**src/rtl/resp_misr_pkg.sv**
```systemverilog
// resp_misr_pkg
// Shared definitions for the response MISR block. It holds the FSM state
// encoding and the default feedback polynomial and seed. The defaults match
// a 16-bit CRC-CCITT style Galois register.
package resp_misr_pkg;

  typedef enum logic [1:0] {
    ST_IDLE = 2'd0,
    ST_RUN  = 2'd1,
    ST_CMP  = 2'd2,
    ST_DONE = 2'd3
  } state_e;

  localparam logic [15:0] DEF_POLY = 16'h1021;
  localparam logic [15:0] DEF_SEED = 16'h0000;

endpackage

```
**src/rtl/resp_misr_if.sv**
```systemverilog
// resp_misr_if
// Groups the control, response-stream and status signals of resp_misr.
//   master : test controller side (drives start/abort/pat_total/golden and
//            the response stream, observes status)
//   slave  : resp_misr side
// Signals:
//   start, abort          one-cycle run control requests
//   pat_total[15:0]       number of response words in the run
//   golden[SIG_W-1:0]     expected signature
//   resp_valid/resp_data  response word stream, resp_ready is the handshake
//   busy, done, pass      run status
//   signature, pat_count  current signature and accepted word count
interface resp_misr_if #(
  parameter int IN_W  = 1,
  parameter int SIG_W = 16
) ();

  logic             start;
  logic             abort;
  logic [15:0]      pat_total;
  logic [SIG_W-1:0] golden;
  logic             resp_valid;
  logic [IN_W-1:0]  resp_data;
  logic             resp_ready;
  logic             busy;
  logic             done;
  logic             pass;
  logic [SIG_W-1:0] signature;
  logic [15:0]      pat_count;

  modport master (
    output start, abort, pat_total, golden, resp_valid, resp_data,
    input  resp_ready, busy, done, pass, signature, pat_count
  );

  modport slave (
    input  start, abort, pat_total, golden, resp_valid, resp_data,
    output resp_ready, busy, done, pass, signature, pat_count
  );

endinterface

```
**src/rtl/resp_misr_step.sv**
```systemverilog
// misr_step
// Combinational next-signature function of a Galois-form MISR.
//   sig_i  : current signature
//   data_i : response word, zero-extended into the low bits
//   sig_o  : signature after absorbing data_i
// The x^SIG_W term is implicit: when the MSB is shifted out, POLY is folded
// back into the register.
module misr_step
  import resp_misr_pkg::*;
#(
  parameter int               IN_W  = 1,
  parameter int               SIG_W = 16,
  parameter logic [SIG_W-1:0] POLY  = DEF_POLY
) (
  input  logic [SIG_W-1:0] sig_i,
  input  logic [IN_W-1:0]  data_i,
  output logic [SIG_W-1:0] sig_o
);

  logic [SIG_W-1:0] fb;

  assign fb    = sig_i[SIG_W-1] ? POLY : '0;
  assign sig_o = {sig_i[SIG_W-2:0], 1'b0} ^ fb ^ SIG_W'(data_i);

endmodule

```
**src/rtl/resp_misr.sv**
```systemverilog
// resp_misr
// Compacts a stream of response words into a signature and compares the
// result against a golden value at the end of the run.
// Ports:
//   clk    : clock, all state updates on the rising edge
//   rst_n  : asynchronous active-low reset
//   bus    : resp_misr_if.slave, carries run control, response stream
//            and status (see resp_misr_if)
// Flow: IDLE/DONE --start--> RUN (or CMP directly for an empty run),
// RUN --last word--> CMP --one cycle--> DONE. abort returns to IDLE from
// any state and beats a simultaneous start.
module resp_misr
  import resp_misr_pkg::*;
#(
  parameter int               IN_W  = 1,
  parameter int               SIG_W = 16,
  parameter logic [SIG_W-1:0] POLY  = DEF_POLY,
  parameter logic [SIG_W-1:0] SEED  = DEF_SEED
) (
  input logic         clk,
  input logic         rst_n,
  resp_misr_if.slave  bus
);

  state_e           state_q, state_d;
  logic [SIG_W-1:0] sig_q, sig_d;
  logic [15:0]      cnt_q, cnt_d;
  logic [15:0]      total_q, total_d;
  logic             pass_q, pass_d;
  logic [SIG_W-1:0] sig_next;
  logic             xfer;

  misr_step #(
    .IN_W  (IN_W),
    .SIG_W (SIG_W),
    .POLY  (POLY)
  ) u_step (
    .sig_i  (sig_q),
    .data_i (bus.resp_data),
    .sig_o  (sig_next)
  );

  // resp_ready depends on state only, so the transfer qualifier does too.
  assign xfer = bus.resp_valid && (state_q == ST_RUN);

  // Next-state logic. abort is checked first so it overrides start and any
  // transfer in the same cycle; signature and count simply hold.
  always_comb begin
    state_d = state_q;
    sig_d   = sig_q;
    cnt_d   = cnt_q;
    total_d = total_q;
    pass_d  = pass_q;
    if (bus.abort) begin
      state_d = ST_IDLE;
      pass_d  = 1'b0;
    end else begin
      case (state_q)
        ST_IDLE, ST_DONE: begin
          if (bus.start) begin
            sig_d   = SEED;
            cnt_d   = '0;
            total_d = bus.pat_total;
            pass_d  = 1'b0;
            state_d = (bus.pat_total == 16'd0) ? ST_CMP : ST_RUN;
          end
        end
        ST_RUN: begin
          if (xfer) begin
            sig_d = sig_next;
            cnt_d = cnt_q + 16'd1;
            // Leave RUN on the edge that takes the final word.
            if ((cnt_q + 16'd1) == total_q) begin
              state_d = ST_CMP;
            end
          end
        end
        ST_CMP: begin
          pass_d  = (sig_q == bus.golden);
          state_d = ST_DONE;
        end
        default: state_d = ST_IDLE;
      endcase
    end
  end

  // State registers with asynchronous active-low reset.
  always_ff @(posedge clk or negedge rst_n) begin
    if (!rst_n) begin
      state_q <= ST_IDLE;
      sig_q   <= SEED;
      cnt_q   <= '0;
      total_q <= '0;
      pass_q  <= 1'b0;
    end else begin
      state_q <= state_d;
      sig_q   <= sig_d;
      cnt_q   <= cnt_d;
      total_q <= total_d;
      pass_q  <= pass_d;
    end
  end

  assign bus.resp_ready = (state_q == ST_RUN);
  assign bus.busy       = (state_q == ST_RUN) || (state_q == ST_CMP);
  assign bus.done       = (state_q == ST_DONE);
  assign bus.pass       = pass_q;
  assign bus.signature  = sig_q;
  assign bus.pat_count  = cnt_q;

endmodule

```
**src/flat_wrapper.sv**
```systemverilog
// flat-port wrapper written by rule: the top's interface ports become plain ports
module resp_misr_flat import resp_misr_pkg::*;
#(
  parameter int               IN_W  = 1,
  parameter int               SIG_W = 16,
  parameter logic [SIG_W-1:0] POLY  = DEF_POLY,
  parameter logic [SIG_W-1:0] SEED  = DEF_SEED
)
  (clk, rst_n, bus_start, bus_abort, bus_pat_total, bus_golden, bus_resp_valid, bus_resp_data, bus_resp_ready, bus_busy, bus_done, bus_pass, bus_signature, bus_pat_count);
  resp_misr_if #(.IN_W(IN_W), .SIG_W(SIG_W)) bus_i ();
  input logic clk;
  input logic rst_n;
  input wire logic [$bits(bus_i.start)-1:0] bus_start;
  input wire logic [$bits(bus_i.abort)-1:0] bus_abort;
  input wire logic [$bits(bus_i.pat_total)-1:0] bus_pat_total;
  input wire logic [$bits(bus_i.golden)-1:0] bus_golden;
  input wire logic [$bits(bus_i.resp_valid)-1:0] bus_resp_valid;
  input wire logic [$bits(bus_i.resp_data)-1:0] bus_resp_data;
  output wire logic [$bits(bus_i.resp_ready)-1:0] bus_resp_ready;
  output wire logic [$bits(bus_i.busy)-1:0] bus_busy;
  output wire logic [$bits(bus_i.done)-1:0] bus_done;
  output wire logic [$bits(bus_i.pass)-1:0] bus_pass;
  output wire logic [$bits(bus_i.signature)-1:0] bus_signature;
  output wire logic [$bits(bus_i.pat_count)-1:0] bus_pat_count;
  assign bus_i.start = bus_start;
  assign bus_i.abort = bus_abort;
  assign bus_i.pat_total = bus_pat_total;
  assign bus_i.golden = bus_golden;
  assign bus_i.resp_valid = bus_resp_valid;
  assign bus_i.resp_data = bus_resp_data;
  assign bus_resp_ready = bus_i.resp_ready;
  assign bus_busy = bus_i.busy;
  assign bus_done = bus_i.done;
  assign bus_pass = bus_i.pass;
  assign bus_signature = bus_i.signature;
  assign bus_pat_count = bus_i.pat_count;
  resp_misr #(.IN_W(IN_W), .SIG_W(SIG_W), .POLY(POLY), .SEED(SEED)) u_core (.clk(clk), .rst_n(rst_n), .bus(bus_i));
endmodule
```
**config.mk**
```make
export PLATFORM = sky130hd
export DESIGN_NAME = resp_misr_flat
export DESIGN_NICKNAME = d
export VERILOG_FILES = /design/src/rtl/resp_misr_pkg.sv /design/src/rtl/resp_misr_if.sv /design/src/rtl/resp_misr_step.sv /design/src/rtl/resp_misr.sv /design/src/flat_wrapper.sv
export SDC_FILE = /design/constraint.sdc
export NUM_CORES = 1
export LEC_CHECK = 0
export CORE_UTILIZATION = 30
export CTS_CLUSTER_SIZE = 24
export DETAILED_ROUTE_END_ITERATION = 10
export PLACE_DENSITY_LB_ADDON = 0.12
export SLEW_MARGIN = 20
export SYNTH_ARGS = -nofsm -noshare
export SYNTH_HDL_FRONTEND = slang
export SYNTH_SLANG_ARGS = --single-unit
export TNS_END_PERCENT = 20
```
**constraint.sdc**
```tcl
create_clock -name clk -period 2.9 [get_ports clk]
set_input_delay 0.29 -clock clk [delete_from_list [all_inputs] [get_ports clk]]
set_output_delay 0.29 -clock clk [all_outputs]
set_load 0.02 [all_outputs]
```
==> impl_results.md <==
* Status: finished, final reports clean
* Mapped Nets at 360
* Post-synth EDFFs at 0
* CP arrival at 2920 ps
* I/O pin total at 74
* Number of port buffers at 73
* Number of synthesized register bits at 51
* RSZ-0062 raised after global routing: false
* Max Slew Vio Count at 0
* Die area at 0.01028 mm2
* Area taken by multi-input logic gates at 0.001600 mm2
* Worst slew margin at 54.09%
* M1 WL at 4.208 mm
* First-pass GRT wire length at 13.09 mm
* Final setup viols at 0
* Pre-CTS WS at -10.60 ps
* Avg WL per Cell at 15.36 um
* CTS root buf: clkbuf_8
* Max Fclk at 369.4 MHz
* Site Rows at 35
* H-tree depth reported by CTS at 2
* Internal reg-to-reg setup slack at 190 ps
* Placer congestion estimate at 0.8329
* Clock slew at reported path FFs at 110 ps
* Grt total ovfl at 0
* Syn avg cell area at 9.350 um2
* Slew @ Worst Pin at 688.6 ps
* Yosys warnings at 0
* Sequential fraction of the synthesis area at 43.06%
* Post-DP HPWL at 6.047 mm
* Initial antenna violation count at 0
* Vias in the first global route at 2433
* Routed vias at 2587
* Max incr delay on CP at 480 ps
* Post-CTS Hold Fix Bufs at 0
* Max VDD drop at 0.2350 mV
* Crit path max fanout at 6
* Register area at 0.001277 mm2
* Drc violations at 0
* Final Skew at 17.14 ps
* TritonCTS Buffers at 5
* Post-synth top flop: dfrtp_1
* Die X at 101.4 um
* Share of layout cells above drive strength 1 at 13.57%
* Fillers at 952
* FF-to-FF path depth at 8
* Initial Util at 31.48%
* Worst path cell trace: ha_2, xnor2_1, nand2_1, a2111oi_2, nand4_1, or4_1, o31a_1, mux2_1
* Mapped Area at 0.002964 mm2
* Setup Crit Path Kind: flip-flop to flip-flop
* Wire length on met3 at 282 um
* Final WL at 8.094 mm
* Final critical-path required period at 2707 ps
* Min-Delay Path Class: input pin to async pin
* Worst setup EP type: flip-flop
* Gate Count Post-Synth at 317
* Clock tree sinks at 51
* Final #Nets at 440
* Final ANT Viol Nets at 0
* Static leakage at 1.572 nW
* Critical Path RT at 3110 ps
* Setup TNS at 0 ps
* Buffer and inverter count on the worst path at 0
* GR Util All Layers at 16.77%
* Detailed Route Iter0 Violations at 114
* Die extent in y at 101.4 um
* Final setup margin at 192.9 ps
* Post-route clock period utilization at 93.35%
* Drt via density at 4.909
* Slowest CP cell: or4_1
* Number of antenna diodes at 0
* Clock buffer depth at 2
* Highest routed layer: met4
* Instance count on the critical path at 8
* Max-cap violation count at 0
* Final Hold Violating Endpoints at 0
* Synth cell types at 44
* Clock Latency Late Sink at 320 ps
* Core Area at 0.009415 mm2
* DR pass1 iterations at 4
* Largest net degree at the start of global routing at 52
* Area Overhead vs Synth at 35.42%
* WL met2 at 3.526 mm
* Share of synthesized registers carrying an async set or reset at 100.0%
* Power per cell area at 655.7 mW/mm2
* Startpoint types: flip-flop
* CTS tree: built
* CP top delay family: simple AND/OR/NAND/NOR gates
## cell families (layout without fill, tap and decap cells)
group           Yosys count  count (layout)  synth area share [%]
compound gates           61              61                 12.58
xor+xnor                 39              39                 11.52
fa+ha+maj                 5               5                 2.111
buf+inv                  25             106                 3.461
flops                    51              51                 43.06
mux                      24              24                 8.907
simple gates            112             112                 18.36
## flip-flops by register name, indices dropped and copies added, names as in the netlist
register              count
u_core.bus.pat_count     16
u_core.total_q           16
u_core.state_q            2
u_core.bus.pass           1
u_core.bus.signature     16
## layout by cell type, fill, tap and decap left out, types with 6 or more instances in the layout
cell	Yosys	layout
clkdlybuf4s50_1	0	72
nand2_1	57	57
dfrtp_1	51	50
o21ai_0	32	32
xnor2_1	28	28
buf_4	1	19
mux2_2	18	18
nand4_1	14	14
o31ai_1	11	11
xor2_1	11	11
nor2_1	11	11
inv_1	6	6
## through the flow
step	util (%)	power (W)	area [um2]	instances	hold slack, ps
after global routing	42.63	0.002821	4014	527	137.6
after floorplan	-	0.001780	2964	317	-5.591
after global placement	41.57	0.002211	3914	519	459.4
after detailed placement	41.57	0.002226	3914	519	460.2
after CTS	42.46	0.002646	3998	527	125.2
final	42.63	0.002632	4014	527	92.49
## report_power, final
part           leakage (nW)  internal (W)  switching [W]
registers             0.672      0.000867       0.000159
clock network        0.0477      0.000166       0.000250
logic                 0.852      0.000568       0.000622
## per-layer routing
layer / up-vias / track usage (%)
li1: 1285 / -
met1: 1235 / 25.01
met2: 60 / 25.12
met3: 7 / 2.761
met4: 0 / 4.236
met5: - / 0
## Yosys cell counts, types with 2 or more instances
cell,count,area share (%)
nor4_1,6,1.3
xnor2_1,28,8.3
or3_1,4,0.84
o21ai_0,32,5.4
clkbuf_1,14,1.8
o41ai_1,2,0.59
nor2_1,11,1.4
nand3_1,4,0.68
nand2_1,57,7.2
a21oi_1,5,0.84
xor2_1,11,3.3
mux2_2,18,6.8
dfrtp_1,51,43
nor3_1,3,0.51
o31ai_1,11,2.8
mux2i_1,5,1.7
ha_1,5,2.1
nand4_1,14,3.0
and2_1,2,0.42
buf_2,4,0.68
nor2b_1,2,0.42
inv_1,6,0.76
## what timing repair did
| item | 4_1_cts | 5_1_grt |
|---|---|---|
| resized for setup | 0 | 5 |
| setup endpoints to repair | 0 | 2 |
| buffers inserted | 0 | 0 |
## worst paths after layout
path,start,to
hold / removal,rst_n,u_core.bus.signature[14]
hold reg to reg,u_core.bus.pass,u_core.bus.pass
min in group clk,u_core.bus.pass,u_core.bus.pass
max in group asynchronous,rst_n,u_core.bus.pat_count[0]
setup / recovery,u_core.bus.pat_count[0],u_core.state_q[1]
setup reg to reg,u_core.bus.pat_count[0],u_core.state_q[1]
## worst reg2reg max path, delay by kind of cell, from the launching register on
family                   cells  cell delay, ps
AND/OR/NAND/NOR              3             730
flip-flops                   1             460
multiplexers                 1             320
adder cells (fa/ha/maj)      1             350
AO/OA/AOI/OAI                2             640
XOR/XNOR                     1             110
## area by class of cell
| type | count | share of cell area (%) |
|---|---|---|
| clock inverter | 3 | 0.3741 |
| tap | 129 | 4.021 |
| sequential | 51 | 31.83 |
| timing repair buffer | 92 | 21.63 |
| inverter | 6 | 0.5611 |
| multi-input combinational | 241 | 39.87 |
| clock buffer | 5 | 1.714 |
Power figures use the tool's default switching activity.
